[src/rtl/lfsr_stim_ctrl.sv]
// lfsr_stim_ctrl: input conditioning and strobe generation for the LFSR
// generator/checker pair. It debounces the soft-reset and corrupt buttons,
// latches a non-zero seed, divides the clock into a valid strobe and arms a
// one-shot corruption that rides on a valid strobe.

// Debouncer for one synchronized button. It emits a single combinational
// press event (Mealy) on the cycle the press is accepted.
//   state        | meaning
//   IDLE         | released and stable, count = 0
//   PRESS_WAIT   | input high, counting stable high samples
//   PRESSED      | press accepted, waiting for input to drop
//   RELEASE_WAIT | input low, counting stable low samples
module lfsr_stim_debounce #(
    parameter int DEB_COUNT = 1000000
) (
    input  logic clk,
    input  logic i_rst,
    input  logic din,
    output logic press
);
    localparam int DW = $clog2(DEB_COUNT + 1);

    localparam logic [1:0] IDLE         = 2'd0;
    localparam logic [1:0] PRESS_WAIT   = 2'd1;
    localparam logic [1:0] PRESSED      = 2'd2;
    localparam logic [1:0] RELEASE_WAIT = 2'd3;

    logic [1:0]    state, state_nxt;
    logic [DW-1:0] cnt, cnt_nxt, cnt_inc;

    // The first qualifying sample already counts, so a level must hold for
    // exactly DEB_COUNT consecutive samples to be accepted.
    always_comb begin
        state_nxt = state;
        cnt_nxt   = cnt;
        press     = 1'b0;
        cnt_inc   = cnt + 1'b1;
        case (state)
            IDLE, PRESS_WAIT: begin
                if (!din) begin
                    state_nxt = IDLE;
                    cnt_nxt   = '0;
                end else if (cnt_inc == DW'(DEB_COUNT)) begin
                    state_nxt = PRESSED;
                    cnt_nxt   = '0;
                    press     = 1'b1;
                end else begin
                    state_nxt = PRESS_WAIT;
                    cnt_nxt   = cnt_inc;
                end
            end
            PRESSED, RELEASE_WAIT: begin
                if (din) begin
                    state_nxt = PRESSED;
                    cnt_nxt   = '0;
                end else if (cnt_inc == DW'(DEB_COUNT)) begin
                    state_nxt = IDLE;
                    cnt_nxt   = '0;
                end else begin
                    state_nxt = RELEASE_WAIT;
                    cnt_nxt   = cnt_inc;
                end
            end
            default: begin
                state_nxt = IDLE;
                cnt_nxt   = '0;
            end
        endcase
    end

    // State and counter registers.
    always_ff @(posedge clk or posedge i_rst) begin
        if (i_rst) begin
            state <= IDLE;
            cnt   <= '0;
        end else begin
            state <= state_nxt;
            cnt   <= cnt_nxt;
        end
    end
endmodule

module lfsr_stim_ctrl #(
    parameter int DEB_COUNT = 1000000,
    parameter int DIV_COUNT = 50000000
) (
    input  logic       clk,
    input  logic       i_rst,
    input  logic       i_btn,
    input  logic       i_corrupt,
    input  logic       i_run,
    input  logic [3:0] i_sw,
    output logic       o_valid,
    output logic       o_soft_reset,
    output logic [7:0] o_seed,
    output logic       o_corrupt
);
    localparam int VW = $clog2(DIV_COUNT);

    logic [1:0]    btn_sy, corrupt_sy, run_sy;
    logic [3:0]    sw_sy1, sw_s;
    logic          btn_press, corrupt_press;
    logic          run_s, strobe, armed;
    logic [VW-1:0] div_cnt;

    assign run_s = run_sy[1];

    // Two-flop synchronizers for every raw board input.
    always_ff @(posedge clk or posedge i_rst) begin
        if (i_rst) begin
            btn_sy     <= '0;
            corrupt_sy <= '0;
            run_sy     <= '0;
            sw_sy1     <= '0;
            sw_s       <= '0;
        end else begin
            btn_sy     <= {btn_sy[0], i_btn};
            corrupt_sy <= {corrupt_sy[0], i_corrupt};
            run_sy     <= {run_sy[0], i_run};
            sw_sy1     <= i_sw;
            sw_s       <= sw_sy1;
        end
    end

    lfsr_stim_debounce #(.DEB_COUNT(DEB_COUNT)) u_deb_btn (
        .clk   (clk),
        .i_rst (i_rst),
        .din   (btn_sy[1]),
        .press (btn_press)
    );

    lfsr_stim_debounce #(.DEB_COUNT(DEB_COUNT)) u_deb_corrupt (
        .clk   (clk),
        .i_rst (i_rst),
        .din   (corrupt_sy[1]),
        .press (corrupt_press)
    );

    // A soft reset restarts the period, so it also swallows a coincident strobe.
    assign strobe = run_s && !btn_press && (div_cnt == VW'(DIV_COUNT - 1));

    // Valid divider: free-runs while run is set, parked at zero otherwise.
    always_ff @(posedge clk or posedge i_rst) begin
        if (i_rst) begin
            div_cnt <= '0;
            o_valid <= 1'b0;
        end else begin
            o_valid <= strobe;
            if (btn_press || !run_s || strobe)
                div_cnt <= '0;
            else
                div_cnt <= div_cnt + 1'b1;
        end
    end

    // Soft-reset pulse and seed capture; zero is the LFSR lock-up state.
    always_ff @(posedge clk or posedge i_rst) begin
        if (i_rst) begin
            o_soft_reset <= 1'b0;
            o_seed       <= 8'h01;
        end else begin
            o_soft_reset <= btn_press;
            if (btn_press)
                o_seed <= (sw_s == 4'h0) ? 8'h01 : {4'h0, sw_s};
        end
    end

    // Corrupt arming: soft reset wins, then injection consumes the arm,
    // then a new press may arm. An arm set on a strobe edge waits for the next.
    always_ff @(posedge clk or posedge i_rst) begin
        if (i_rst) begin
            armed     <= 1'b0;
            o_corrupt <= 1'b0;
        end else begin
            o_corrupt <= strobe && armed;
            if (btn_press)
                armed <= 1'b0;
            else if (strobe && armed)
                armed <= 1'b0;
            else if (corrupt_press)
                armed <= 1'b1;
        end
    end
endmodule

[config.mk]
export PLATFORM = sky130hd
export DESIGN_NAME = lfsr_stim_ctrl
export DESIGN_NICKNAME = d
export VERILOG_FILES = /design/src/rtl/lfsr_stim_ctrl.sv
export SDC_FILE = /design/constraint.sdc
export NUM_CORES = 1
export LEC_CHECK = 0
export BUFFER_PORTS_ARGS = -buffer_cell sky130_fd_sc_hd__clkbuf_2
export CORE_MARGIN = 5
export CORE_UTILIZATION = 32
export CTS_BUF_LIST = sky130_fd_sc_hd__clkbuf_8 sky130_fd_sc_hd__clkbuf_16
export CTS_CLUSTER_SIZE = 25
export DETAILED_ROUTE_END_ITERATION = 8
export GPL_TIMING_DRIVEN = 0
export PLACE_DENSITY = 0.51
export REMOVE_ABC_BUFFERS = 1
export SYNTH_ARGS = -nofsm -noshare
export SYNTH_HDL_FRONTEND = slang
export SYNTH_SLANG_ARGS = --single-unit
[constraint.sdc]
create_clock -name clk -period 8.2 [get_ports clk]
set_clock_uncertainty 0.1 [all_clocks]
set_input_delay 0.41 -clock clk [delete_from_list [all_inputs] [get_ports clk]]
set_output_delay 0.41 -clock clk [all_outputs]
set_load 0.1 [all_outputs]
==> impl_metrics.tcl <==
set metrics [dict create \
    dp_cells 664 \
    drive_gt1_share_pct 9.86 \
    final_hold_viol_count 0 \
    slew_violations 0 \
    synth_area_leaders "dfrtp_1 48%, nor2_1 7.0%, xor2_1 6.4%" \
    cts_made_buffers 9 \
    highest_layer "met4" \
    port_buffers 15 \
    syn_area_um2 4640 \
    fin_cells 681 \
    cts_resized 0 \
    internal_power_w 0.000714 \
    dieHeight_um 130 \
    worst_setup_path_end_kind "flip-flop" \
    drv_cap 0 \
    grt_max_degree 54 \
    rows 44 \
    slew_headroom_pct 32.7 \
    nets 506 \
    ant_nets 0 \
    p_clk_share_pct 46.5 \
    clockBufferDepth 2 \
    synth_flop_cell "dfrtp_1" \
    rsz0062_at_grt "no" \
    grt_pass1_vias 3335 \
    gp_congestion 0.783 \
    grt_pass1_wl_um 16000 \
    switchingPower_w 0.000214 \
    ys_seq_elements 90 \
    worstPathRequired_ps 8300 \
    fin_setup_tns_ps 0 \
    synthArstFlopShare_pct 100 \
    met3WireLength_um 251 \
    ioPinCount 20 \
    placed_area_um2 4890 \
    yosysWarnings 0 \
    ir_drop_mv 0.111 \
    clk_transition_reported_paths_ps 70 \
    synth_area_leader_cell "dfrtp_1" \
    ys_types 58 \
    area_growth_pct 12.4 \
    dr_total_vias 3393 \
    finalCriticalPeriod_ps 3440 \
    die_area_um2 17000 \
    initial_core_util_pct 32.3 \
    synth_edf_count 0 \
    wl_per_cell_um 13.2 \
    synth_cells 478 \
    seq_area_frac_synth_pct 48.6 \
    worst_hold_path_type "input port to flip-flop" \
    status "complete, no violations" \
    startpoint_type "flip-flop" \
    p_leak_nw 2.18 \
    cts_sinks 90 \
    overflow 0 \
    worst_pin_slew_ps 1000 \
    powerDensity_nw_per_um2 178 \
    antenna_found_initial 0 \
    cts_tree "done" \
    vias_per_cell 4.98 \
    wl_met2_um 4250 \
    dpl.hpwl_um 6220 \
    swShare_pct 23.1 \
    path_max_fanout 19 \
    avgSynthCellArea_um2 9.70 \
    grt_use_total_pct 11.6 \
    htreeDepth 3 \
    post-route-drc-count 0 \
    combPwrFrac_pct 4.2 \
    die_x_um 130 \
    wl_met1_um 4280 \
    synth.most_common_cell "dfrtp_1" \
    fp.coreArea_um2 14400 \
    clock_latency_ps 340 \
    seqPwrFrac_pct 49.3 \
    cts_setup_buffers 0 \
    first_pass_iters 4 \
    drt_iter0_drc 169 \
    synth_common_cells "89 x dfrtp_1, 87 x nor2_1, 40 x nand2_1" \
    synth_top_area_share_pct 48.0 \
    setup_viol 0 \
    arrival_ps 3540 \
    n_antenna_cell 0 \
    drt-total-wl_um 8970 \
    fmax_mhz 291 \
    period_share_pct 41.9 \
    ctsHoldBuffers 1 \
    hold_ws_ps 68.7 \
    setup.worst_path.class "flip-flop to flip-flop" \
    root_buffer "clkbuf_16" \
    final_area_um2 5210 \
]
-- per-layer routing --
metal | vias to the layer above | GRT usage, %
li1 | 1672 | -
met1 | 1658 | 15.7
met2 | 47 | 18.3
met3 | 16 | 1.84
met4 | 0 | 5.26
met5 | - | 0
-- worst paths after layout --
path | slack (ps) | depth (start not counted) | from | end
hold reg to reg | 250 | 0 | sw_sy1[0] | sw_s[0]
min in group asynchronous | 540 | 3 | i_rst | div_cnt[15]
setup reg to reg | 4760 | 7 | u_deb_btn.cnt[3] | u_deb_btn.cnt[6]
hold / removal | 70 | 1 | i_btn | btn_sy[0]
max in group asynchronous | 6840 | 4 | i_rst | u_deb_btn.cnt[12]
setup / recovery | 4760 | 7 | u_deb_btn.cnt[3] | u_deb_btn.cnt[6]
-- layout by cell type, fill, tap and decap left out, drive strengths merged, types with 2 or more instances in the layout --
cell type,instances
nor3,10
nor3b,4
conb,4
nand3b,2
and4,7
a31oi,3
and2,3
nand4b,3
nand2,41
clkinv,2
nand4,19
o21a,2
o21ai,9
a21o,2
nand3,30
inv,14
and3,13
xnor2,30
a21boi,2
nor2,87
clkbuf,26
a211oi,2
a2111oi,4
nor4,11
or4,2
xor2,34
nor4b,3
nand2b,2
dfrtp,89
mux2,5
a21oi,6
buf,2
ha,5
-- power groups by stage --
stage | Combinational, W | Sequential [W] | Clock (W)
2_1_floorplan | 0.0000283 | 0.000465 | 0
3_3_place_gp | 0.0000373 | 0.000466 | 0
3_5_place_dp | 0.0000401 | 0.000466 | 0
4_1_cts | 0.0000406 | 0.000458 | 0.000445
5_1_grt | 0.0000450 | 0.000459 | 0.000464
6_report | 0.0000391 | 0.000458 | 0.000431
-- worst max-delay path, stage by stage, from the launching register on --
cell and delay [ps]:
dfrtp_1 450, nand3_1 360, nor4_1 730, mux2_2 400, mux2_2 300, nand4b_1 240, nand2_1 590, nor2_1 120
-- kinds of logic (layout without fill, tap and decap cells) --
logic type / Yosys count / in the layout / share of synthesized area (%)
muxes: 6 / 6 / 1.43
other: 1 / 4 / 0.0809
and+or+nand+nor: 243 / 243 / 27.1
AOI/OAI and AO/OA: 38 / 38 / 6.05
DFF: 90 / 90 / 48.6
xor gates and xnor gates: 64 / 64 / 12.1
buffers and inverters: 31 / 47 / 3.29
adders and majority gates: 5 / 5 / 1.35
-- flip-flops by register name (all words and copies together) (netlist names) --
register and count:
run_sy 2, sw_s 4, armed 1, o_valid 1, u_deb_btn.state 1, div_cnt 26, corrupt_sy 2, u_deb_corrupt.cnt 20
u_deb_btn.cnt 20, btn_sy 2, sw_sy1 4, o_corrupt 1, o_soft_reset 1, u_deb_corrupt.state 1, o_seed 4
-- area by class of cell --
type / instances / area [um^2]
fillers: 1431 / 9160
flip-flops and latches: 90 / 2250
multi-input cells: 360 / 2240
clock buffers: 11 / 253
well taps: 184 / 230
repair buffers: 18 / 124
clock inverters: 5 / 60.1
inverters: 13 / 51.3
-- metrics by stage --
stage | setup WS, ps | utilization [%] | power (W)
finish | 4760 | 36.3 | 0.000928
global route | 4400 | 36.3 | 0.000968
CTS | 4720 | 36.3 | 0.000943
detailed placement | 4730 | 34.0 | 0.000506
global placement | 4300 | 33.7 | 0.000504
floorplan | 5330 | - | 0.000493
Power figures use the tool's default switching activity.
